--- src/rtl/serial_subtractor.sv ---
// Bit-serial two's-complement subtractor: computes a - b one bit per clock, LSB first,
// with a single full-adder slice and registered carry, producing ARM-style NZCV flags.
module serial_subtractor #(
    parameter int WIDTH = 64
) (
    input  logic             clk,
    input  logic             reset,
    input  logic             start,
    input  logic [WIDTH-1:0] a,
    input  logic [WIDTH-1:0] b,
    output logic             busy,
    output logic             done,
    output logic [WIDTH-1:0] result,
    output logic             negative,
    output logic             zero,
    output logic             carry_out,
    output logic             overflow
);

    localparam int CW = $clog2(WIDTH) + 1;

    typedef enum logic [1:0] {
        IDLE,
        BUSY,
        DONE
    } state_t;

    state_t           state;
    state_t           state_next;
    logic [WIDTH-1:0] sa;
    logic [WIDTH-1:0] sb;
    logic [WIDTH-2:0] shift;
    logic             carry;
    logic             a_sign;
    logic             b_sign;
    logic [CW-1:0]    count;

    logic             load;
    logic             last;
    logic             sum_bit;
    logic             carry_next;
    logic [WIDTH-1:0] final_result;

    // The subtrahend is inverted and the carry seeded with 1 at load, giving a + ~b + 1.
    always_comb begin
        load         = ((state == IDLE) || (state == DONE)) && start;
        last         = (state == BUSY) && (count == CW'(WIDTH - 1));
        sum_bit      = sa[0] ^ ~sb[0] ^ carry;
        carry_next   = (sa[0] & ~sb[0]) | (sa[0] & carry) | (~sb[0] & carry);
        final_result = {sum_bit, shift};
    end

    always_comb begin
        state_next = state;
        case (state)
            IDLE:    if (start) state_next = BUSY;
            BUSY:    if (last) state_next = DONE;
            DONE:    state_next = start ? BUSY : IDLE;
            default: state_next = IDLE;
        endcase
    end

    always_ff @(posedge clk) begin
        if (reset) begin
            state <= IDLE;
        end else begin
            state <= state_next;
        end
    end

    assign busy = (state == BUSY);
    assign done = (state == DONE);

    // Visible result and flags change only when the last bit completes, so the
    // previous answer stays readable throughout the next operation.
    always_ff @(posedge clk) begin
        if (reset) begin
            sa        <= '0;
            sb        <= '0;
            shift     <= '0;
            carry     <= 1'b0;
            a_sign    <= 1'b0;
            b_sign    <= 1'b0;
            count     <= '0;
            result    <= '0;
            negative  <= 1'b0;
            zero      <= 1'b0;
            carry_out <= 1'b0;
            overflow  <= 1'b0;
        end else if (load) begin
            sa     <= a;
            sb     <= b;
            carry  <= 1'b1;
            a_sign <= a[WIDTH-1];
            b_sign <= b[WIDTH-1];
            count  <= '0;
        end else if (state == BUSY) begin
            sa    <= sa >> 1;
            sb    <= sb >> 1;
            carry <= carry_next;
            shift <= final_result[WIDTH-1:1];
            count <= count + CW'(1);
            if (last) begin
                result    <= final_result;
                negative  <= sum_bit;
                zero      <= (final_result == '0);
                carry_out <= carry_next;
                overflow  <= (a_sign ^ b_sign) & (sum_bit ^ a_sign);
            end
        end
    end

endmodule

--- config.mk ---
export PLATFORM = sky130hd
export DESIGN_NAME = serial_subtractor
export DESIGN_NICKNAME = d
export VERILOG_FILES = /design/src/rtl/serial_subtractor.sv
export SDC_FILE = /design/constraint.sdc
export NUM_CORES = 1
export LEC_CHECK = 0
export ABC_AREA = 1
export BUFFER_PORTS_ARGS = -buffer_cell sky130_fd_sc_hd__buf_4
export CAP_MARGIN = 20
export CORE_ASPECT_RATIO = 0.8
export CORE_UTILIZATION = 50
export CTS_CLUSTER_DIAMETER = 30
export DETAILED_ROUTE_END_ITERATION = 8
export PLACE_DENSITY = 0.76
export RECOVER_POWER = 25
export SETUP_SLACK_MARGIN = 0.15
export SLEW_MARGIN = 15
export SYNTH_ARGS = -nofsm -noshare
export SYNTH_HDL_FRONTEND = slang
export SYNTH_SLANG_ARGS = --single-unit
--- constraint.sdc ---
create_clock -name clk -period 1.5 [get_ports clk]
set_clock_uncertainty 0.1 [all_clocks]
set_input_delay 0.375 -clock clk [delete_from_list [all_inputs] [get_ports clk]]
set_output_delay 0.375 -clock clk [all_outputs]
set_load 0.05 [all_outputs]
==> out/metrics.yaml, run 1 <==
status: "aborted with a tool error"
lastStage: "5_1_grt"
firstError: "[ERROR GRT-0232] Routing congestion too high. Check the congestion heatmap in the GUI."
grt.overflow.total: 25
worst_endpoint_kind: "register input"
place_area_um2: 12600
antenna_found_initial: 12
grt_max_degree: 89
ys_seq_area_share_pct: 50.7
io_pins: 201
synth_nets: 1535
synth_seq_cells: 270
num_rows: 47
track_usage_pct: 84.1
synth_top_family_by_area: "compound AO/OA/AOI/OAI gates"
place_inst: 1805
cts_buffers: 47
cts.htree.levels: 2
hpwl_mm: 16.9
die_h_um: 133
gp_congestion: 0.800
root_buffer: "clkbuf_16"
synth_area_per_cell_um2: 7.60
yosys.area_share.xor_xnor_pct: 0
yosys.cell_types.count: 31
fp.dieW_um: 165
synth_fa_ha_area_share_pct: 0.305
syn_inst: 1402
synth_compound_area_share_pct: 24.7
synth_mux_area_share_pct: 0
clock_sinks: 270
ys_warn_count: 0
start_util_pct: 51.2
numPortBuffers: 200
clock_path_buffers: 3
yosysTopAreaCell: "dfxtp_1"
synth_area_um2: 10700
synthSimpleGateAreaFrac_pct: 15.7
synth_top_area_share_pct: 50.7
ys_top_cells_by_area: "dfxtp_1 (51%), nand2_1 (11%), a21oi_1 (10%)"
postGrtWorstEndpoint: "zero$_SDFFE_PP0P_/D"
-- synth_stat cells --
| master | n |
|---|---|
| nor2_1 | 68 |
| nor2_4 | 1 |
| or2_0 | 1 |
| a211oi_1 | 13 |
| a21oi_1 | 222 |
| nand3_2 | 1 |
| buf_4 | 18 |
| dfxtp_1 | 270 |
| nand2_1 | 316 |
| o21ai_0 | 205 |
| a221oi_1 | 23 |
| buf_1 | 3 |
| clkbuf_1 | 49 |
| fa_1 | 1 |
| inv_1 | 88 |
| inv_2 | 4 |
| o21bai_1 | 2 |
| buf_2 | 36 |
| ha_1 | 1 |
| o22ai_1 | 1 |
| buf_6 | 5 |
| nand3_1 | 35 |
| nor2_2 | 1 |
| a21o_1 | 1 |
| o31ai_1 | 1 |
| nor3_1 | 1 |
| nand4_1 | 1 |
| nand2_2 | 2 |
| a31oi_1 | 1 |
| o21ai_1 | 30 |
| o21a_1 | 1 |
-- repair_timing --
item / 4_1_cts
buffers inserted: 60
hold buffers: 6
resized for setup: 422
gates cloned: 31
setup endpoints to repair: 282
hold endpoints to repair: 6
pin swaps: 50
-- logic make-up after synthesis --
logic type	after synthesis
compound gates	500
fa+ha+maj	2
buf+inv	203
flops	270
simple gates	427
-- through the flow --
stage / worst slack, ps / setup TNS, ps
floorplan: -44.1 / -44.1
global placement: -131 / -156
detailed placement: -175 / -505
CTS: -279 / -24890
-- metal layers --
metal	overflow	GRT usage, %
met5	0	65.7
met4	13	75.3
met3	1	79.5
met2	9	91.2
met1	2	86.0
==> run 2: changes to the inputs <==
Settings changed: CORE_ASPECT_RATIO 0.8 to unset, CORE_UTILIZATION 50 to 40, CTS_CLUSTER_DIAMETER 30 to unset, PLACE_DENSITY 0.76 to unset, PLACE_DENSITY_LB_ADDON set to 0.15, SETUP_SLACK_MARGIN 0.15 to unset.
Clock period 1.5 ns to 1.95 ns, I/O delays scaled along.
==> run 2 against run 1 <==
  * Synthesized cell count unchanged
  * Area after synthesis unchanged
  * The flow now finishes, with violations (design-rule violations)
==> out/metrics.yaml, run 2 <==
synth_top_area_share_pct: 50.7
status: "finished, violations left"
fin_cells: 1907
track_usage_pct: 18.7
syn_inst: 1402
fin_nets: 1682
core_area_um2: 26100
rsz0062_at_grt: "no"
p_per_area_nw_per_um2: 981
place_inst: 1848
slowest_delay_ps: 350
synthFlopType: "dfxtp_1"
vias: 9455
setup_ws_ps: 64.3
crit_fanout: 2
min_path_type: "in -> reg"
holdPathEnd: "sb[58]"
rr_endpoint: "sa[50]"
synthTopCellsByCount: "nand2_1 (316), dfxtp_1 (270), a21oi_1 (222)"
grt.overflow.total: 0
antenna_found_initial: 0
ys_top_cells_by_area: "dfxtp_1 (51%), nand2_1 (11%), a21oi_1 (10%)"
crit_slowest_cell: "dfxtp_4"
dr.pass1.iters: 7
violations: "design-rule violations"
worst_slew_pin_slew_ps: 609
worstHoldStart: "b[58]"
clock_latency_ps: 550
grt_max_degree: 115
leakagePower_nw: 5.52
grt_pass1_vias: 8546
rr_startpoint: "state[0]"
ys_seq_area_share_pct: 50.7
ys_warn_count: 0
holdPathStages: 3
num_rows: 59
yosys.cell_types.count: 31
grt_pass1_wl_mm: 41.9
cts_tree: "done"
cts_hold_buf: 0
synth_area_per_cell_um2: 7.60
clock_path_buffers: 3
fin_crit_sh_pct: 96.7
syn_to_final_growth_pct: 26.1
synth_edf_count: 0
cap_violations: 0
final_common_cell: "nand2_1"
crit_path_start_kind: "flop"
drc: 22
critical-path-top-delay-family: "flip-flops"
arrival_ps: 1300
drt-initial-drc-count: 688
path_cells: "buf_4, nor2_4, buf_6"
layout_common_cells: "nand2_1 (315), dfxtp_1 (268), a21oi_1 (222)"
end_kind: "output port"
diodes: 0
die_h_um: 165
crit_type: "reg -> out"
routed_wl_mm: 25.9
hpwl_mm: 16.4
largest_registers: "result (64), sa (64), sb (64)"
cts_buffers: 30
dieArea_um2: 27300
synthArstFlopShare_pct: 0
fp.dieW_um: 165
relSlewSlack_pct: 59.4
start_util_pct: 40.8
yosysTopAreaCell: "dfxtp_1"
r2r_cells: 8
clock_sinks: 270
power_mw: 13.2
gp_congestion: 0.745
root_buffer: "clkbuf_16"
fmax_mhz: 530
io_pins: 201
synth.most_common_cell: "nand2_1"
rrSetupSlack_ps: 140
irDropWorstVdd_mv: 0.662
post-place-ws_ps: 172
synth_area_um2: 10700
path_buf_inv: 2
via_per_inst: 4.96
drive_gt1_share_pct: 18.1
finalSetupTns_ps: 0
synth_seq_cells: 270
path_clk_slew_ps: 60
period_needed_ps: 1890
wl_per_cell_um: 13.6
cts.htree.levels: 1
cp.required_ps: 1360
finalMaxSlewViolations: 0
synth_nets: 1535
numPortBuffers: 200
ant_nets: 0
setup_viol: 0
hold_viol: 0
==> run 2: worst max-delay path by stage <==
stage	startpoint	endpoint	slack, ps	cells after the start
detailed placement	start	sa[29]	170	7
CTS	state[0]	done	0.8	3
floorplan	state[0]	busy	350	4
finish	state[0]	done	60	3
global route	state[0]	busy	7	4
global placement	start	sa[62]	220	7
==> run 2: through the flow <==
step | hold WS [ps] | area, um2 | utilization (%)
3_3_place_gp | 344 | 12400 | 47.3
2_1_floorplan | 330 | 10700 | -
5_1_grt | 76.4 | 13400 | 51.4
3_5_place_dp | 343 | 12400 | 47.3
4_1_cts | 61.2 | 13400 | 51.5
6_report | 87.5 | 13400 | 51.4
==> run 2: what timing repair did <==
action	in CTS	in global routing
gates resized for setup	9	1
setup buffers	4	0
pin swaps	1	1
endpoints found under the setup margin	2	2
==> run 2: per-layer routing <==
layer  track usage [%]  vias to the layer above  routed length [um]
li1                  -                     4966                   -
met1              24.7                     4281               11900
met2              30.0                      177               11800
met3              5.49                       31                1810
met4              4.17                        0                 398
met5                 0                        -                   0
==> run 2: area by class of cell <==
class / count / area [um2]
well taps: 335 / 419
fillers: 2622 / 12700
clock buffers: 46 / 891
flip-flops and latches: 270 / 5410
repair buffers: 226 / 1870
clock inverters: 9 / 135
inverters: 92 / 349
multi-input cells: 929 / 4370
==> run 2: cells by family after synthesis <==
| group | count (synthesis) | synth area share, % |
|---|---|---|
| compound gates | 500 | 24.7 |
| simple gates | 427 | 15.7 |
| buf+inv | 203 | 8.56 |
| fa+ha+maj | 2 | 0.305 |
| flops | 270 | 50.7 |
==> run 2: power by group <==
part	internal, mW	switching, mW
Clock	3.53	2.24
Sequential	5.85	0.157
Combinational	0.584	0.826
Total	9.97	3.22
==> run 2: worst reg2reg max path, cell delays in order, from the launching register on <==
cell     delay (ps)
dfxtp_4         350
buf_4           140
buf_4           130
nand2_4         100
nand2_1         120
inv_1           180
buf_12          320
nand2_1         120
a21oi_1         170
(Power assumes the default switching activity.)
